## src/rtl/muldiv_sequencer.sv

```systemverilog
// -----------------------------------------------------------------------------
// muldiv_sequencer
//
// Runs one RV32M operation at a time in the execute stage and holds the
// pipeline until the result is ready.
// - Multiplies go to an external pipelined multiplier with a fixed latency.
// - Divides and remainders go to a handshaked divider core, which is cleared
//   immediately before each launch.
// - Divide-by-zero and signed overflow are answered directly, without the
//   divider.
//
// Ports
//   clk, resetn                   clock, asynchronous active-low reset
//   op_valid, op_funct3           M-type op present in EX and its funct3
//   op_a, op_b                    rs1 / rs2 values
//   flush                         kill the in-flight op
//   stall                         freeze IF/ID/EX (combinational)
//   result_valid, result          one-cycle retire strobe and rd value
//   mul_a, mul_b                  33-bit extended operands to the multiplier
//   mul_p                         66-bit product, MUL_LATENCY cycles later
//   div_aresetn                   divider core clear, active-low
//   div_in_valid                  divider launch pulse
//   div_dividend, div_divisor     divider operands
//   div_signed                    1 for DIV/REM
//   div_out_valid                 divider result strobe
//   div_quotient, div_remainder   divider results
// -----------------------------------------------------------------------------
module muldiv_sequencer #(
    parameter int MUL_LATENCY = 2
) (
    input  logic        clk,
    input  logic        resetn,
    input  logic        op_valid,
    input  logic [2:0]  op_funct3,
    input  logic [31:0] op_a,
    input  logic [31:0] op_b,
    input  logic        flush,
    output logic        stall,
    output logic        result_valid,
    output logic [31:0] result,
    output logic [32:0] mul_a,
    output logic [32:0] mul_b,
    input  logic [65:0] mul_p,
    output logic        div_aresetn,
    output logic        div_in_valid,
    output logic [31:0] div_dividend,
    output logic [31:0] div_divisor,
    output logic        div_signed,
    input  logic        div_out_valid,
    input  logic [31:0] div_quotient,
    input  logic [31:0] div_remainder
);

    localparam int DATA_W = 32;
    localparam int CNT_W  = (MUL_LATENCY < 1) ? 1 : $clog2(MUL_LATENCY + 1);
    localparam logic [CNT_W-1:0] CNT_LOAD = CNT_W'(MUL_LATENCY);

    typedef enum logic [2:0] {
        IDLE,
        MUL_WAIT,
        DIV_CLR,
        DIV_RUN,
        DONE
    } state_t;

    state_t              state, state_nxt;
    logic [CNT_W-1:0]    count, count_nxt;
    logic [DATA_W-1:0]   result_r, result_nxt;
    logic [DATA_W-1:0]   opa_r, opb_r;
    logic [2:0]          f3_r;
    logic                load_ops;
    logic                div_aresetn_r, div_aresetn_nxt;
    logic                div_in_valid_r, div_in_valid_nxt;
    logic                unused_mul_hi;

    // Signed overflow only exists for the signed divide ops (DIV, REM).
    function automatic logic is_signed_ovf(input logic [2:0] f3,
                                           input logic [DATA_W-1:0] a,
                                           input logic [DATA_W-1:0] b);
        return ((f3 == 3'b100) || (f3 == 3'b110)) &&
               (a == 32'h8000_0000) && (b == 32'hFFFF_FFFF);
    endfunction

    // Architectural results for the cases that bypass the divider.
    function automatic logic [DATA_W-1:0] special_div_result(input logic [2:0] f3,
                                                             input logic [DATA_W-1:0] a,
                                                             input logic [DATA_W-1:0] b);
        if (b == '0)
            return f3[1] ? a : 32'hFFFF_FFFF;
        else
            return f3[1] ? 32'h0000_0000 : 32'h8000_0000;
    endfunction

    function automatic logic [DATA_W:0] ext33(input logic [DATA_W-1:0] v,
                                              input logic sgn);
        return {sgn & v[DATA_W-1], v};
    endfunction

    // Multiplier operands: rs1 signed for MULH/MULHSU, rs2 signed only for MULH.
    assign mul_a = ext33(opa_r, (f3_r[1:0] == 2'b01) || (f3_r[1:0] == 2'b10));
    assign mul_b = ext33(opb_r, (f3_r[1:0] == 2'b01));

    assign div_dividend = opa_r;
    assign div_divisor  = opb_r;
    assign div_signed   = ~f3_r[0];
    assign div_aresetn  = div_aresetn_r;
    assign div_in_valid = div_in_valid_r;
    assign result       = result_r;

    // Product bits above 63 carry no RV32M result.
    assign unused_mul_hi = ^mul_p[65:64];

    // A flush drops stall and the retire strobe in the same cycle.
    assign stall = ~flush & (((state == IDLE) & op_valid) |
                             (state == MUL_WAIT) |
                             (state == DIV_CLR)  |
                             (state == DIV_RUN));
    assign result_valid = (state == DONE) & ~flush;

    always_comb begin
        state_nxt        = state;
        count_nxt        = count;
        result_nxt       = result_r;
        load_ops         = 1'b0;
        div_aresetn_nxt  = 1'b1;
        div_in_valid_nxt = 1'b0;

        if (flush) begin
            state_nxt = IDLE;
            // A divide may already be running in the core; clear it so a
            // stale strobe cannot leak into the next op.
            if ((state == DIV_CLR) || (state == DIV_RUN))
                div_aresetn_nxt = 1'b0;
        end else begin
            unique case (state)
                IDLE: begin
                    if (op_valid) begin
                        load_ops = 1'b1;
                        if (!op_funct3[2]) begin
                            state_nxt = MUL_WAIT;
                            count_nxt = CNT_LOAD;
                        end else if ((op_b == '0) || is_signed_ovf(op_funct3, op_a, op_b)) begin
                            state_nxt  = DONE;
                            result_nxt = special_div_result(op_funct3, op_a, op_b);
                        end else begin
                            state_nxt       = DIV_CLR;
                            div_aresetn_nxt = 1'b0;
                        end
                    end
                end
                MUL_WAIT: begin
                    if (count == '0) begin
                        result_nxt = (f3_r[1:0] == 2'b00) ? mul_p[31:0] : mul_p[63:32];
                        state_nxt  = DONE;
                    end else begin
                        count_nxt = count - CNT_W'(1);
                    end
                end
                DIV_CLR: begin
                    state_nxt        = DIV_RUN;
                    div_in_valid_nxt = 1'b1;
                end
                DIV_RUN: begin
                    if (div_out_valid) begin
                        result_nxt = f3_r[1] ? div_remainder : div_quotient;
                        state_nxt  = DONE;
                    end
                end
                DONE: begin
                    // op_valid is still high for the retiring op; never relaunch it.
                    state_nxt = IDLE;
                end
                default: state_nxt = IDLE;
            endcase
        end
    end

    always_ff @(posedge clk or negedge resetn) begin
        if (!resetn)
            state <= IDLE;
        else
            state <= state_nxt;
    end

    // Divider handshake outputs are registered so they line up with
    // DIV_CLR / the first DIV_RUN cycle.
    always_ff @(posedge clk or negedge resetn) begin
        if (!resetn) begin
            count          <= '0;
            result_r       <= '0;
            div_aresetn_r  <= 1'b0;
            div_in_valid_r <= 1'b0;
        end else begin
            count          <= count_nxt;
            result_r       <= result_nxt;
            div_aresetn_r  <= div_aresetn_nxt;
            div_in_valid_r <= div_in_valid_nxt;
        end
    end

    always_ff @(posedge clk or negedge resetn) begin
        if (!resetn) begin
            opa_r <= '0;
            opb_r <= '0;
            f3_r  <= '0;
        end else if (load_ops) begin
            opa_r <= op_a;
            opb_r <= op_b;
            f3_r  <= op_funct3;
        end
    end

endmodule

```

## config.mk

```make
export PLATFORM = sky130hd
export DESIGN_NAME = muldiv_sequencer
export DESIGN_NICKNAME = d
export VERILOG_FILES = /design/src/rtl/muldiv_sequencer.sv
export SDC_FILE = /design/constraint.sdc
export NUM_CORES = 1
export LEC_CHECK = 0
export CAP_MARGIN = 15
export CELL_PAD_IN_SITES_DETAIL_PLACEMENT = 1
export CELL_PAD_IN_SITES_GLOBAL_PLACEMENT = 1
export CORE_AREA = 3 3 142 144
export CTS_BUF_LIST = sky130_fd_sc_hd__clkbuf_4
export DETAILED_ROUTE_END_ITERATION = 16
export DIE_AREA = 0 0 145 147
export DONT_BUFFER_PORTS = 1
export GPL_TIMING_DRIVEN = 0
export PLACE_DENSITY = 0.67
export SLEW_MARGIN = 0
export SYNTH_ARGS = -nofsm -noshare
export SYNTH_HDL_FRONTEND = slang
export SYNTH_SLANG_ARGS = --single-unit
```

## constraint.sdc

```tcl
create_clock -name clk -period 6.5 [get_ports clk]
set_input_delay 0.975 -clock clk [delete_from_list [all_inputs] [get_ports clk]]
set_output_delay 0.975 -clock clk [all_outputs]
set_load 0.01 [all_outputs]
```

## After elaboration in Yosys (flattened, before gate mapping)

Index checks and enable logic that the tools add are counted.
W data, S select, Z words.

- Register bits after elaboration: 105
- Bits of input ports: 202
- Output and inout bits: 167
- Word-level logic and storage cells: 87

- Bitwise operators: 10
- Reductions and logical operators: 15
- Eq/ne operators: 20
- Add/sub/neg operators: 1
- Mux-type cells: 33

Operators by type and width:

| operator | count |
|---|---|
| $mux W32 | 10 |
| $pmux W32 S3 | 1 |
| $eq A32 B32 Y1 const B | 2 |
| $logic_not A32 Y1 | 1 |
| $mux W3 | 6 |
| $pmux W3 S4 | 1 |
| $mux W1 | 11 |
| $ne A2 B2 Y1 const B | 5 |
| $eq A3 B3 Y1 const B | 3 |
| $reduce_and A7 Y1 | 1 |
| $eq A3 B2 Y1 const B | 2 |
| $mux W2 | 3 |
| $ne A3 B3 Y1 const B | 2 |
| $and A1 B1 Y1 | 5 |
| $reduce_and A5 Y1 | 1 |
| $logic_not A2 Y1 | 2 |
| $logic_or A1 B1 Y1 | 4 |
| $ne A2 B1 Y1 const B | 2 |
| $pmux W2 S2 | 1 |
| $eq A3 B1 Y1 const B | 1 |
| $logic_not A3 Y1 | 1 |
| $ne A3 B2 Y1 const B | 1 |
| $or A1 B1 Y1 | 3 |
| $reduce_and A3 Y1 | 1 |
| 7 further kinds | 9 |

## Logic depth before layout (Yosys ltp)

- Depth in word-level cells: 10
- Mapped depth: 11
- Mapped depth without buffers: 8

## Worst setup path before layout

Ideal clock, no wire load.

- Path kind: in2reg
- Start: input op_funct3[0]
- End: register result_r[0] (netlist: result[0])
- Setup slack: 3926 ps
- Arrival time: 2449 ps
- Required time: 6375 ps
- Path buffers: 2
- Stages on the path: 8
- Path through: nand4bb_1 nor4_1 nand4_1 nor3_2 o21a_1 buf_6 buf_12 mux2_4

- Word-level cells in the longest chain between the ends: 7

RTL lines:

| element | line | source |
|---|---|---|
| start: declaration | 34 | `input logic [2:0] op_funct3,` |
| $eq A3 B3 Y1 | 80 | `return ((f3 == 3'b100) \|\| (f3 == 3'b110)) &&` |
| $logic_or A1 B1 Y1 * | 80 |  |
| $logic_and A1 B1 Y1 * | 80 |  |
| $logic_and A1 B1 Y1 * | 81 | `(a == 32'h8000_0000) && (b == 32'hFFFF_FFFF);` |
| $logic_or A1 B1 Y1 * | 142 | `end else if ((op_b == '0) \|\| is_signed_ovf(op_funct3, op_a, op_b)) begin` |
| $ne A2 B1 Y1 (no line) * | - |  |
| $reduce_and A7 Y1 (no line) * | - |  |
| end signal: assignment | 195 | `result_r <= result_nxt;` |
| end: declaration | 68 | `logic [DATA_W-1:0] result_r, result_nxt;` |

Every way passes the cells marked *; elsewhere a longest branch is shown, timed or not.
A chain may end at the register's enable or synchronous reset.

## Worst setup path after layout

- Start: register state[1]
- End: output stall

- Word-level cells in the longest chain between the ends: 6

RTL lines:

| element | line | source |
|---|---|---|
| start: declaration | 66 | `state_t state, state_nxt;` |
| start signal: assignment | 182 | `state <= state_nxt;` |
| $logic_not A3 Y1 | 114 | `assign stall = ~flush & (((state == IDLE) & op_valid) \|` |
| $and A1 B1 Y1 | 114 |  |
| $or A1 B1 Y1 | 114 |  |
| $or A1 B1 Y1 | 115 | `(state == MUL_WAIT) \|` |
| $or A1 B1 Y1 * | 116 | `(state == DIV_CLR) \|` |
| $and A1 B1 Y1 * | 114 |  |
| end: declaration | 38 | `output logic stall,` |

Marks and branches as above.

==> flow_summary_export.csv <==
group,metric,value,unit
sta,hold_ws,132,ps
placed_design,routabilityCongestion,0.826,
power,seqPwrFrac,47.8,%
sta,worstMarginPinSlew,819,ps
finish,final_cell_mix,"105 x dfrtp_1, 101 x mux2_2, 64 x buf_4",
placed_design,port_buffers,0,
sta,clock_skew,22.8,ps
sta,hold_violations,0,
power,p_comb_share,36.7,%
flow_run,cap_violations,0,
power,ir_drop,0.000158,V
sta,clock.fmax,0.286,GHz
power,power.share.clock,15.5,%
clock_tree,htree_levels,3,
power,power.density,346,nW/um^2
logic_synthesis,synth_cells,606,
clock_tree,cts_buffer_depth,2,
die,die_h,147,um
finish,post_route_cells_drive_above_1_share,35.9,%
clock_tree,cts_tree,"done",
die,die_w,145,um
detailed_routing,first_pass_iters,4,
power,swShare,40.2,%
finish,area_growth,7.55,%
global_routing,grt_overflow_total,0,
clock_tree,hold_buffers,0,
hold_path,hold_class,"input port to asynchronous set/reset pin",
placed_design,placed_area,6810,sq um
finish,mostFrequentLayoutCell,"dfrtp_1",
clock_tree,cts_setup_buffers,0,
worst_setup_path,crit_path_start_kind,"flip-flop",
placed_design,hpwl,18.3,mm
finish,nets,822,
sta,period_share,53.7,%
die,rows,50,
worst_setup_path,end_kind,"output port",
logic_synthesis,synth-warning-count,0,
global_routing,grt_pass1_vias,5314,
logic_synthesis,yosys.cell_types.count,35,
detailed_routing,via_per_inst,5.33,
power,p_leak,0.00291,uW
sta,finalSetupViolations,0,
die,top_level_ports,369,
sta,drv_slew,0,
global_routing,grt_max_degree,106,
power,p_sw,970,uW
clock_tree,post_cts_resized,0,
die,start_util,34.4,%
clock_tree,path_clk_slew,210,ps
placed_design,dp.cells,866,
logic_synthesis,syn_avg_cell_area,10.7,sq um
logic_synthesis,ys_seq_area_share,40.5,%
detailed_routing,drt-total-wl,22.7,mm
worst_setup_path,worst_ep_required_time,5520,ps
worst_setup_path,arrival,2520,ps
detailed_routing,drt_iter0_markers,129,
detailed_routing,vias,4706,
logic_synthesis,synth_area,6480,sq um
logic_synthesis,synth_fp_nets,811,
finish,n_fill_cell,2107,
sta,relSlewSlack,45.4,%
sta,grt_setup_unrepaired,"no",
clock_tree,cts.sinks,105,
logic_synthesis,synth-seq-cells,105,
worst_setup_path,crit_type,"flip-flop to output port",
power,intPower,1450,uW
detailed_routing,avgRoutedWirePerCell,25.7,um
clock_tree,clk_latency,490,ps
global_routing,track_usage,20.7,%
placed_design,dp_worst_setup_slack,3000,ps
detailed_routing,postRouteAntennaNets,0,
die,die_area,21300,sq um
global_routing,antenna_found_initial,1,
worst_setup_path,cp_max_fo,10,
global_routing,grt_pass1_wl,34.5,mm
clock_tree,cts_root_buffer,"clkbuf_4",
sta,fin_ws,3010,ps
die,core-area,18800,sq um
detailed_routing,drc_errors,0,
outcome,status,"completed",
finish,final_area,6970,sq um
clock_tree,cts_made_buffers,9,
finish,fin_cells,883,
sta,finalSetupTns,0,ps
sta,period_minus_slack,3490,ps
[worst paths after layout]
check,to,startpoint,cells after the start,slack (ps)
setup / recovery,stall,state[1],4,3010
hold / removal,div_dividend[12],resetn,0,130
setup reg to reg,result[6],f3_r[1],10,3020
hold reg to reg,count[0],count[0],1,540
max in group asynchronous,div_dividend[27],resetn,0,6180
min in group clk,count[0],count[0],1,540
[per-layer routing]
layer / track usage [%] / vias up / wire, um
met3: 6.97 / 14 / 1570
met4: 3.80 / 0 / 231
met5: 0 / - / 0
li1: - / 2107 / -
met1: 24.2 / 2373 / 9100
met2: 37.3 / 212 / 11800
[power groups by stage]
| stage | Combinational (uW) | Sequential, uW | Clock (uW) |
|---|---|---|---|
| after floorplan | 751 | 1090 | 0 |
| after global placement | 874 | 1160 | 0 |
| after detailed placement | 900 | 1180 | 0 |
| after CTS | 902 | 1160 | 392 |
| after global routing | 961 | 1190 | 418 |
| final | 886 | 1160 | 374 |
[worst max-delay path, stage by stage (launching register included)]
cell	delay, ps
dfrtp_1	360
clkbuf_1	380
clkbuf_1	560
clkbuf_1	450
o31a_1	280
[logic make-up after synthesis]
group / Yosys count / synth area share, %
AND/OR/NAND/NOR: 150 / 12.4
adder cells (fa/ha/maj): 3 / 0.579
AO/OA/AOI/OAI: 74 / 6.02
buffers and inverters: 111 / 11.1
multiplexers: 163 / 29.4
flip-flops: 105 / 40.5
[cell usage after synthesis, drive strengths merged]
library cell  count  area, sq um
nand3b            1         7.51
a211oi            1         7.51
o21ai            62          310
inv               6         22.5
o31a              1         8.76
a31oi             2         12.5
nor4b             3         26.3
buf              81          609
and2              2         12.5
nand4            10         62.6
nor4             16          100
o211ai            1         7.51
or2               1         6.26
nand4bb           2         22.5
clkbuf           24         90.1
a21o              1         7.51
nor2              7         26.3
mux2i            33          330
nand2            38          143
ha                3         37.5
nand3            33          165
nor2b             1         6.26
nand2b           32          200
o21a              1         7.51
mux2            130         1570
a21oi             4         20.0
nor3              4         25.0
dfrtp           105         2630
a32oi             1         8.76
[sequential cells by signal (all words and copies together), names as in the netlist]
name / flops
f3_r: 2
div_dividend: 32
div_aresetn: 1
result: 32
state: 3
div_in_valid: 1
count: 2
div_divisor: 32
[cell type report]
class                           instances  area (sq um)  share of cell area, %
Multi-Input combinational cell        390          3130                   44.9
Sequential cell                       105          2630                   37.7
Buffer                                105           699                   10.0
Tap cell                              260           325                   4.67
Clock inverter                          7          93.8                   1.35
Clock buffer                            9          67.6                  0.969
Inverter                                6          22.5                  0.323
Antenna cell                            1          2.50                 0.0359
[metrics by stage]
stage | utilization, % | power (uW)
2_1_floorplan | - | 1840
6_report | 37.0 | 2420
3_5_place_dp | 36.2 | 2080
5_1_grt | 37.0 | 2570
4_1_cts | 37.0 | 2460
3_3_place_gp | 36.2 | 2040
Power figures use the tool's default switching activity.
